$ cat config.mk
export PLATFORM = sky130hd
export DESIGN_NAME = mem_port_arbiter
export DESIGN_NICKNAME = d
export VERILOG_FILES = /design/src/rtl/mem_port_arbiter_pkg.sv /design/src/rtl/mem_port_arbiter_pick.sv /design/src/rtl/mem_port_arbiter.sv
export SDC_FILE = /design/constraint.sdc
export NUM_CORES = 1
export LEC_CHECK = 0
export CORE_MARGIN = 3
export CORE_UTILIZATION = 39
export DETAILED_ROUTE_END_ITERATION = 12
export PLACE_DENSITY_LB_ADDON = 0.12
export SETUP_SLACK_MARGIN = 0.02
export SLEW_MARGIN = 10
export SYNTH_ARGS = -nofsm -noshare
export SYNTH_HDL_FRONTEND = slang
export SYNTH_SLANG_ARGS = --single-unit
$ cat constraint.sdc
create_clock -name clk_i -period 1.86 [get_ports clk_i]
set_clock_uncertainty 0.05 [all_clocks]
set_input_delay 0.372 -clock clk_i [delete_from_list [all_inputs] [get_ports clk_i]]
set_output_delay 0.372 -clock clk_i [all_outputs]
set_load 0.02 [all_outputs]
$ cat src/rtl/mem_port_arbiter_pkg.sv
// mem_port_arbiter_pkg
// Shared definitions for the unified-memory port arbiter.
//   arb_state_e : arbiter FSM encoding (IDLE, GNT_I, GNT_D)
//   REQ_I/REQ_D : requester ids, used as bit positions in the request and
//                 grant vectors and as the value held in the round-robin
//                 history register
//   req_vec_t   : two-bit request/grant vector indexed by the requester ids
package mem_port_arbiter_pkg;

  typedef enum logic [1:0] {
    IDLE  = 2'b00,
    GNT_I = 2'b01,
    GNT_D = 2'b10
  } arb_state_e;

  localparam logic REQ_I = 1'b0;
  localparam logic REQ_D = 1'b1;

  typedef logic [1:0] req_vec_t;

endpackage

$ cat src/rtl/mem_port_arbiter_pick.sv
// arb_pick
// Combinational grant selection between the fetch and data requesters.
// Build option: define ARB_RR_EN for round-robin arbitration on contention;
// without it data always beats instruction fetch.
// Ports:
//   reqMasked_i : pending requests, already masked by the done pulses
//   rrLast_i    : requester id granted most recently (round-robin only)
//   grant_o     : one-hot grant, all zero when nothing is pending
module arb_pick
  import mem_port_arbiter_pkg::*;
(
  input  req_vec_t reqMasked_i,
  input  logic     rrLast_i,
  output req_vec_t grant_o
);

`ifdef ARB_RR_EN
  // On contention hand the port to whoever did not have it last; a lone
  // request is granted straight away.
  always_comb begin
    grant_o = '0;
    if (reqMasked_i[REQ_D] && reqMasked_i[REQ_I]) begin
      if (rrLast_i == REQ_D) begin
        grant_o[REQ_I] = 1'b1;
      end else begin
        grant_o[REQ_D] = 1'b1;
      end
    end else if (reqMasked_i[REQ_D]) begin
      grant_o[REQ_D] = 1'b1;
    end else if (reqMasked_i[REQ_I]) begin
      grant_o[REQ_I] = 1'b1;
    end
  end
`else
  // The history input is meaningless with fixed priority.
  logic unusedRrLast;
  assign unusedRrLast = rrLast_i;

  // Fixed priority: the MEM stage is further down the pipe, so serving it
  // first frees the older instruction first.
  always_comb begin
    grant_o = '0;
    if (reqMasked_i[REQ_D]) begin
      grant_o[REQ_D] = 1'b1;
    end else if (reqMasked_i[REQ_I]) begin
      grant_o[REQ_I] = 1'b1;
    end
  end
`endif

endmodule

$ cat src/rtl/mem_port_arbiter.sv
// mem_port_arbiter
// Shares one single-port memory between IF-stage fetch and MEM-stage
// load/store. One requester is granted at a time; the memory request is
// registered and held until the memory pulses mready, and the read data is
// captured into per-requester result registers with a one-cycle done pulse.
// Build option: ARB_RR_EN selects round-robin arbitration (see arb_pick).
// Ports:
//   clk_i, rst_i          : clock, synchronous active-low reset
//   ireq_i, iaddr_i       : fetch request and address
//   irdata_o, istall_o    : fetched word (valid on idone), fetch stall
//   dreq_i, dwe_i         : data request, 1=store 0=load
//   daddr_i, dwdata_i     : data address and store data
//   drdata_o, dstall_o    : load data (valid on ddone), data stall
//   mreq_o, mwe_o         : memory request and write enable (registered)
//   maddr_o, mwdata_o     : memory address and write data (registered)
//   mrdata_i, mready_i    : memory read data and one-cycle completion pulse
module mem_port_arbiter
  import mem_port_arbiter_pkg::*;
#(
  parameter int ADDR_W = 32,
  parameter int DATA_W = 32
) (
  input  logic              clk_i,
  input  logic              rst_i,
  input  logic              ireq_i,
  input  logic [ADDR_W-1:0] iaddr_i,
  output logic [DATA_W-1:0] irdata_o,
  output logic              istall_o,
  input  logic              dreq_i,
  input  logic              dwe_i,
  input  logic [ADDR_W-1:0] daddr_i,
  input  logic [DATA_W-1:0] dwdata_i,
  output logic [DATA_W-1:0] drdata_o,
  output logic              dstall_o,
  output logic              mreq_o,
  output logic              mwe_o,
  output logic [ADDR_W-1:0] maddr_o,
  output logic [DATA_W-1:0] mwdata_o,
  input  logic [DATA_W-1:0] mrdata_i,
  input  logic              mready_i
);

  arb_state_e        state_q,  state_d;
  logic              mreq_q,   mreq_d;
  logic              mwe_q,    mwe_d;
  logic [ADDR_W-1:0] maddr_q,  maddr_d;
  logic [DATA_W-1:0] mwdata_q, mwdata_d;
  logic [DATA_W-1:0] irdata_q, irdata_d;
  logic [DATA_W-1:0] drdata_q, drdata_d;
  logic              idone_q,  idone_d;
  logic              ddone_q,  ddone_d;
  logic              rrLast;
  req_vec_t          reqMasked;
  req_vec_t          grant;

  // A requester whose done pulse is showing this cycle still holds its
  // request line; masking it here stops the same access being reissued.
  assign reqMasked[REQ_D] = dreq_i & ~ddone_q;
  assign reqMasked[REQ_I] = ireq_i & ~idone_q;

`ifdef ARB_RR_EN
  logic rrLast_q, rrLast_d;

  // Round-robin history: remembers the last requester granted.
  always_ff @(posedge clk_i) begin
    if (!rst_i) begin
      rrLast_q <= REQ_I;
    end else begin
      rrLast_q <= rrLast_d;
    end
  end

  always_comb begin
    rrLast_d = rrLast_q;
    if (state_q == IDLE) begin
      if (grant[REQ_D]) begin
        rrLast_d = REQ_D;
      end else if (grant[REQ_I]) begin
        rrLast_d = REQ_I;
      end
    end
  end

  assign rrLast = rrLast_q;
`else
  assign rrLast = REQ_I;
`endif

  arb_pick uPick (
    .reqMasked_i (reqMasked),
    .rrLast_i    (rrLast),
    .grant_o     (grant)
  );

  // State and all memory-side / result registers.
  always_ff @(posedge clk_i) begin
    if (!rst_i) begin
      state_q  <= IDLE;
      mreq_q   <= 1'b0;
      mwe_q    <= 1'b0;
      maddr_q  <= '0;
      mwdata_q <= '0;
      irdata_q <= '0;
      drdata_q <= '0;
      idone_q  <= 1'b0;
      ddone_q  <= 1'b0;
    end else begin
      state_q  <= state_d;
      mreq_q   <= mreq_d;
      mwe_q    <= mwe_d;
      maddr_q  <= maddr_d;
      mwdata_q <= mwdata_d;
      irdata_q <= irdata_d;
      drdata_q <= drdata_d;
      idone_q  <= idone_d;
      ddone_q  <= ddone_d;
    end
  end

  // Next state: IDLE latches the winner's request into the memory
  // registers; a grant state holds them untouched until mready, then
  // captures the result and raises the matching done pulse. mready seen in
  // IDLE falls through the defaults and is ignored.
  always_comb begin
    state_d  = state_q;
    mreq_d   = mreq_q;
    mwe_d    = mwe_q;
    maddr_d  = maddr_q;
    mwdata_d = mwdata_q;
    irdata_d = irdata_q;
    drdata_d = drdata_q;
    idone_d  = 1'b0;
    ddone_d  = 1'b0;

    unique case (state_q)
      IDLE: begin
        if (grant[REQ_D]) begin
          state_d  = GNT_D;
          mreq_d   = 1'b1;
          mwe_d    = dwe_i;
          maddr_d  = daddr_i;
          mwdata_d = dwdata_i;
        end else if (grant[REQ_I]) begin
          state_d  = GNT_I;
          mreq_d   = 1'b1;
          mwe_d    = 1'b0;
          maddr_d  = iaddr_i;
        end else begin
          mreq_d   = 1'b0;
        end
      end
      GNT_I: begin
        if (mready_i) begin
          state_d  = IDLE;
          mreq_d   = 1'b0;
          mwe_d    = 1'b0;
          irdata_d = mrdata_i;
          idone_d  = 1'b1;
        end
      end
      GNT_D: begin
        if (mready_i) begin
          state_d = IDLE;
          mreq_d  = 1'b0;
          mwe_d   = 1'b0;
          ddone_d = 1'b1;
          if (!mwe_q) begin
            drdata_d = mrdata_i;
          end
        end
      end
      default: begin
        state_d = IDLE;
        mreq_d  = 1'b0;
        mwe_d   = 1'b0;
      end
    endcase
  end

  assign istall_o = ireq_i & ~idone_q;
  assign dstall_o = dreq_i & ~ddone_q;
  assign irdata_o = irdata_q;
  assign drdata_o = drdata_q;
  assign mreq_o   = mreq_q;
  assign mwe_o    = mwe_q;
  assign maddr_o  = maddr_q;
  assign mwdata_o = mwdata_q;

endmodule

* Yosys cells after proc, flatten, opt, wreduce, memory -nomap -nowiden *
Cells that the tools add are included.

cells by class
  equal/unequal tests = 4
  muxes and demuxes = 17
  bitwise operators = 5
  reduce and logical (&&, ||, !) cells = 10

operator list
  kind                  number
  $mux W32              2
  $reduce_and A2 Y1     6
  $mux W1               9
  $mux W2               3
  $pmux W1 S2           2
  $pmux W2 S2           1
  $ne A3 B3 Y1 const B  1
  $not A1 Y1            3
  $reduce_and A3 Y1     1
  $and A1 B1 Y1         2
  $eq A2 B1 Y1 const B  1
  $eq A2 B2 Y1 const B  1
  $logic_not A2 Y1      1
  $ne A2 B1 Y1 const B  1
  $reduce_bool A2 Y1    1
  $reduce_or A2 Y1      1

word-level totals
  bits in registers = 134
  input port bits = 134
  logic and storage cells = 45

* Longest topological paths before layout *
  depth after elaboration = 7
  gate-level depth with buffers = 7
  gate-level depth less buffers = 5

* Hierarchy *
From an unflattened synthesis, not the netlist that was laid out.

unflattened totals
  cell total of the unflattened synthesis = 601
  area total of the unflattened synthesis = 5,420.2 um2

modules (own cells, without submodules)
  module            instances  cells an instance  area an instance (um2)  sequential area each (um2)
  mem_port_arbiter  1          599                5,398.9                 2,682.6
  arb_pick          1          2                  21.3                    0.0

* Worst setup path before layout *
No wires, ideal clock.

  kind = flip-flop to flip-flop
  start point = register state_q[1]
  end point = register mwdata_q[10] (netlist: mwdata_o[10])
  setup time = 132 ps
  arrival time = 1,194 ps
  data required time = 1,678 ps
  setup slack = 484 ps
  stages on the path, launching flop included = 8
  period minus slack after synthesis = 1,376 ps
  cells stage by stage = dfxtp_1 > inv_1 > ha_1 > and3b_1 > buf_2 > buf_4 > nand2_1 > a21oi_1

on the way
  word-level cells in the longest chain between the ends = 2

RTL lines
  item                         RTL line                 text
  start: declaration           mem_port_arbiter.sv:43   arb_state_e state_q, state_d;
  start signal: assignment     mem_port_arbiter.sv:108  state_q <= state_d;
  $logic_not A2 Y1             mem_port_arbiter.sv:135  unique case (state_q)
  $reduce_and A2 Y1 (no line)  --
  end signal: assignment       mem_port_arbiter.sv:112  mwdata_q <= mwdata_d;
  end: declaration             mem_port_arbiter.sv:47   logic [DATA_W-1:0] mwdata_q, mwdata_d;

No other way between the ends.
A chain may end at the register's enable or synchronous reset.

* Worst setup path in the final report *
  start point = register maddr_q[30] (netlist: maddr_o[30])
  end point = output maddr_o[30]

RTL lines
  item                      RTL line                 text
  start: declaration        mem_port_arbiter.sv:46   logic [ADDR_W-1:0] maddr_q, maddr_d;
  start signal: assignment  mem_port_arbiter.sv:111  maddr_q <= maddr_d;
  end: declaration          mem_port_arbiter.sv:37   output logic [ADDR_W-1:0] maddr_o,

No word-level cell between the ends.

==> results_tabular.tex <==
\begin{tabular}{lr}
\hline
Metric & Value \\
\hline
\multicolumn{2}{l}{\textbf{Pwr}} \\
Pwr dens & 1020 nW/um2 \\
Clock power share & 42.8\% \\
Power after layout & 8760 uW \\
Power dissipated by switching net loads & 2210 uW \\
Share of total power consumed by net switching & 25.2\% \\
Leakage Power & 0.00359 uW \\
Combinational group share of total power & 20.5\% \\
IR drop worst, VDD & 0.677 mV \\
Power Internal & 6550 uW \\
Sequential cell fraction of total power & 36.7\% \\
\multicolumn{2}{l}{\textbf{Floorplanning}} \\
Initial standard-cell utilization of the core & 40.9\% \\
Placeable core region & 12300 um2 \\
Die width & 120 um \\
Std-Cell Rows & 40 \\
Die Area & 14300 um2 \\
Die Y & 120 um \\
I/O pin cnt & 266 \\
\multicolumn{2}{l}{\textbf{STA}} \\
RSZ-0062 raised after global routing & false \\
Final setup violation count & 0 \\
Actual slew at the worst max-slew pin & 435 ps \\
Shortest period the worst path allows & 1800 ps \\
Hold\_ws & 401 ps \\
Number of failing hold endpoints at the final stage & 0 \\
Minimum setup slack in the final design & 56.0 ps \\
Final number of max-transition violations & 0 \\
Worst slew margin relative to its limit & 71.0\% \\
Final period utilization & 97.0\% \\
Timing-limited maximum frequency & 0.554 GHz \\
\multicolumn{2}{l}{\textbf{Drt}} \\
First-pass DRT Iterations & 5 \\
DRT iter0 DRCs & 336 \\
Post-route ant nets & 0 \\
Final routed wirelength across all metal layers & 16200 um \\
Wirelength per Cell & 15.6 um \\
Count of unresolved DRC violations after routing & 0 \\
DR vias & 5074 \\
Detailed-route vias per instance & 4.88 \\
\multicolumn{2}{l}{\textbf{Setup path}} \\
Dominant delay contributor by cell family on the critical path & buffers and inverters \\
Launching instance or port of the critical path & maddr\_o[30] \\
Crit path DAT & 1380 ps \\
Worst reg2reg path endpoint & maddr\_o[0] \\
Count of buffer and inverter cells on the critical path & 1 \\
Internal reg-to-reg setup slack & 210 ps \\
Critical R2R Launch & ddone\_q \\
Kind of start point of the critical path & register \\
Critical Path Fanout Max & 2 \\
Kind of end point of the critical path & output port \\
Ordered list of cells on the worst path & clkdlybuf4s50\_1 \\
Worst path required time & 1440 ps \\
Type of the worst setup path & reg -> out \\
Max incr delay on CP & 640 ps \\
Crit path to & maddr\_o[30] \\
Cell depth of the worst flop-to-flop path & 5 \\
Levels on crit path & 1 \\
Critical path's slowest cell & sky130\_fd\_sc\_hd\_\_clkdlybuf4s50\_1 \\
\multicolumn{2}{l}{\textbf{Yosys}} \\
Synthesized Nets & 736 \\
Post-Synthesis Cells & 599 \\
Share of synthesized cell area in full adder, half adder and majority cells & 0.745\% \\
Synth unique cells & 27 \\
Post-Synthesis Cell Area & 5040 um2 \\
Total of warnings raised by yosys & 0 \\
Yosys reg bits & 134 \\
Part of the Yosys area used for sequential elements & 53.3\% \\
Synthesized-area fraction occupied by ao, oa, aoi and oai cells & 14.7\% \\
Simple-Gate Fraction of Synth Area & 19.3\% \\
Multiplexer share of the synthesized area & 6.36\% \\
Synth Area in XOR/XNOR & 0\% \\
Post-synthesis area per instance & 8.41 um2 \\
Main combinational cell family by area after synthesis & simple AND/OR/NAND/NOR gates \\
\multicolumn{2}{l}{\textbf{Clocking}} \\
Post-CTS clock slew at the launch and capture registers of the worst setup and hold paths & 60 ps \\
CTS Root Buffer Type & sky130\_fd\_sc\_hd\_\_clkbuf\_16 \\
CTS tree & built \\
Sinks on Clock Net & 134 \\
Deepest level of the CTS H-tree & 4 \\
Buffer depth of the longest clock path & 2 \\
Number of clock buffers inserted by TritonCTS & 17 \\
Worst skew pair latency & 400 ps \\
Buffers inserted by post-CTS timing repair & 0 \\
\multicolumn{2}{l}{\textbf{Worst hold path}} \\
Worst hold path type & reg -> reg \\
\multicolumn{2}{l}{\textbf{Outcome}} \\
Status & complete, no violations \\
\multicolumn{2}{l}{\textbf{GRT}} \\
Residual overflow from global routing & 0 \\
Initial antenna violation count & 0 \\
Number of global-route vias before repair & 5074 \\
Pin count of the biggest net entering global routing & 100 \\
Total Routing Usage GR & 22.5\% \\
First-pass GRT wire length & 25700 um \\
\multicolumn{2}{l}{\textbf{Placed design}} \\
Quantity of I/O buffers inserted on ports & 265 \\
Pre-CTS WS & -221 ps \\
Final HPWL from detailed placement & 11700 um \\
Area after DPL & 7900 um2 \\
Final RePlAce weighted congestion & 0.831 \\
\multicolumn{2}{l}{\textbf{Final layout}} \\
Leading cell type in the layout, fill and taps excluded & sky130\_fd\_sc\_hd\_\_clkdlybuf4s50\_1 \\
Highest-count cells in the layout ignoring fill and taps & sky130\_fd\_sc\_hd\_\_clkdlybuf4s50\_1, sky130\_fd\_sc\_hd\_\_nand2\_1, sky130\_fd\_sc\_hd\_\_dfxtp\_1, sky130\_fd\_sc\_hd\_\_a21oi\_1 \\
Final design area excluding fillers & 8620 um2 \\
Ant. Diodes & 0 \\
Number of nets in the layout & 996 \\
Core Util, Final & 70.0\% \\
Fraction of final layout cells with drive strength greater than 1 & 6.77\% \\
Post-synthesis to final-layout area growth & 71.2\% \\
\multicolumn{2}{l}{\textbf{Flow run}} \\
Max\_cap viols & 0 \\
\hline
\end{tabular}
[cells by family after synthesis]
kind of cell,count (synthesis)
buffers and inverters,50
adder cells (fa/ha/maj),3
multiplexers,32
flip-flops,134
AO/OA/AOI/OAI,134
AND/OR/NAND/NOR,246
[worst min path at each step]
stage	startpoint	end	slack [ps]	depth (start not counted)
CTS	mwdata_o[11]	mwdata_o[11]	400	2
floorplan	state_q[1]	state_q[1]	440	2
finish	mwdata_o[0]	mwdata_o[0]	400	2
global route	irdata_o[25]	irdata_o[25]	420	2
detailed placement	mwdata_o[11]	mwdata_o[11]	400	2
global placement	drdata_o[30]	drdata_o[30]	390	2
[synthesized netlist by cell type]
cell                       number  share of area (%)
sky130_fd_sc_hd__inv_4          1               0.12
sky130_fd_sc_hd__a21oi_1       98                9.7
sky130_fd_sc_hd__nand3_1        3               0.30
sky130_fd_sc_hd__o22ai_1       32                4.0
sky130_fd_sc_hd__buf_6          7                1.6
sky130_fd_sc_hd__inv_2          2               0.15
sky130_fd_sc_hd__nand4_1        2               0.25
sky130_fd_sc_hd__nand3b_1       2               0.30
sky130_fd_sc_hd__and3_1         2               0.25
sky130_fd_sc_hd__nor3_1         1              0.099
sky130_fd_sc_hd__buf_4          7                1.0
sky130_fd_sc_hd__nand2b_1       3               0.37
sky130_fd_sc_hd__buf_2         12                1.2
sky130_fd_sc_hd__nor2b_1        1               0.12
sky130_fd_sc_hd__and2_1         2               0.25
sky130_fd_sc_hd__and3b_1        2               0.35
sky130_fd_sc_hd__o21ai_4        1               0.32
sky130_fd_sc_hd__ha_1           3               0.75
sky130_fd_sc_hd__a31oi_1        1               0.12
sky130_fd_sc_hd__a21boi_4       1               0.37
sky130_fd_sc_hd__a31o_2         1               0.17
sky130_fd_sc_hd__nor2_1         1              0.074
sky130_fd_sc_hd__clkbuf_1      19                1.4
sky130_fd_sc_hd__dfxtp_1      134                 53
sky130_fd_sc_hd__nand2_1      227                 17
sky130_fd_sc_hd__mux2i_1       32                6.4
sky130_fd_sc_hd__inv_1          2               0.15
[registers in the layout (all words and copies together), names as in the netlist]
register  flops
drdata_o     32
irdata_o     32
maddr_o      32
mwdata_o     32
state_q       2
ddone_q       1
idone_q       1
mreq_o        1
mwe_o         1
[routing by layer]
metal	track usage (%)	share of wire (%)	wire length, um
met2	39.3	51	8310
met4	8.80	2.3	377
met5	0	0	0
met3	9.24	9.0	1460
met1	24.1	37	6030
[stage by stage]
stage                     setup TNS [ps]  instances
after detailed placement           -5170       1008
final                                  0       1040
after CTS                              0       1040
after global placement             -4460       1008
after floorplan                        0        599
after global routing                   0       1040
[timing repair]
item	4_1_cts	5_1_grt
endpoints found under the setup margin	3	23
resized for setup	3	23
hold buffers	0	0
[power groups by stage]
stage | Combinational, uW | Sequential, uW | Clock, uW
CTS | 1810 | 3220 | 3830
global placement | 1780 | 3270 | 0
finish | 1790 | 3220 | 3750
floorplan | 612 | 3530 | 0
detailed placement | 1810 | 3270 | 0
global route | 1920 | 3240 | 3950
[worst register-to-register path, delay by kind of cell, from the launching register on]
family	cells	cell delay [ps]
buffers and inverters	2	670
DFF	1	350
muxes	1	210
and+or+nand+nor	1	170
AOI/OAI and AO/OA	1	90
[layout make-up]
cell class,count,area (um2)
fill,1015,3690
timing repair buffer,286,2960
sequential,134,2680
multi-input combinational,415,2070
clock buffer,19,443
clock inverter,13,228
tap,168,210
inverter,5,21.3
No activity file was read; power rests on OpenSTA's default activity.
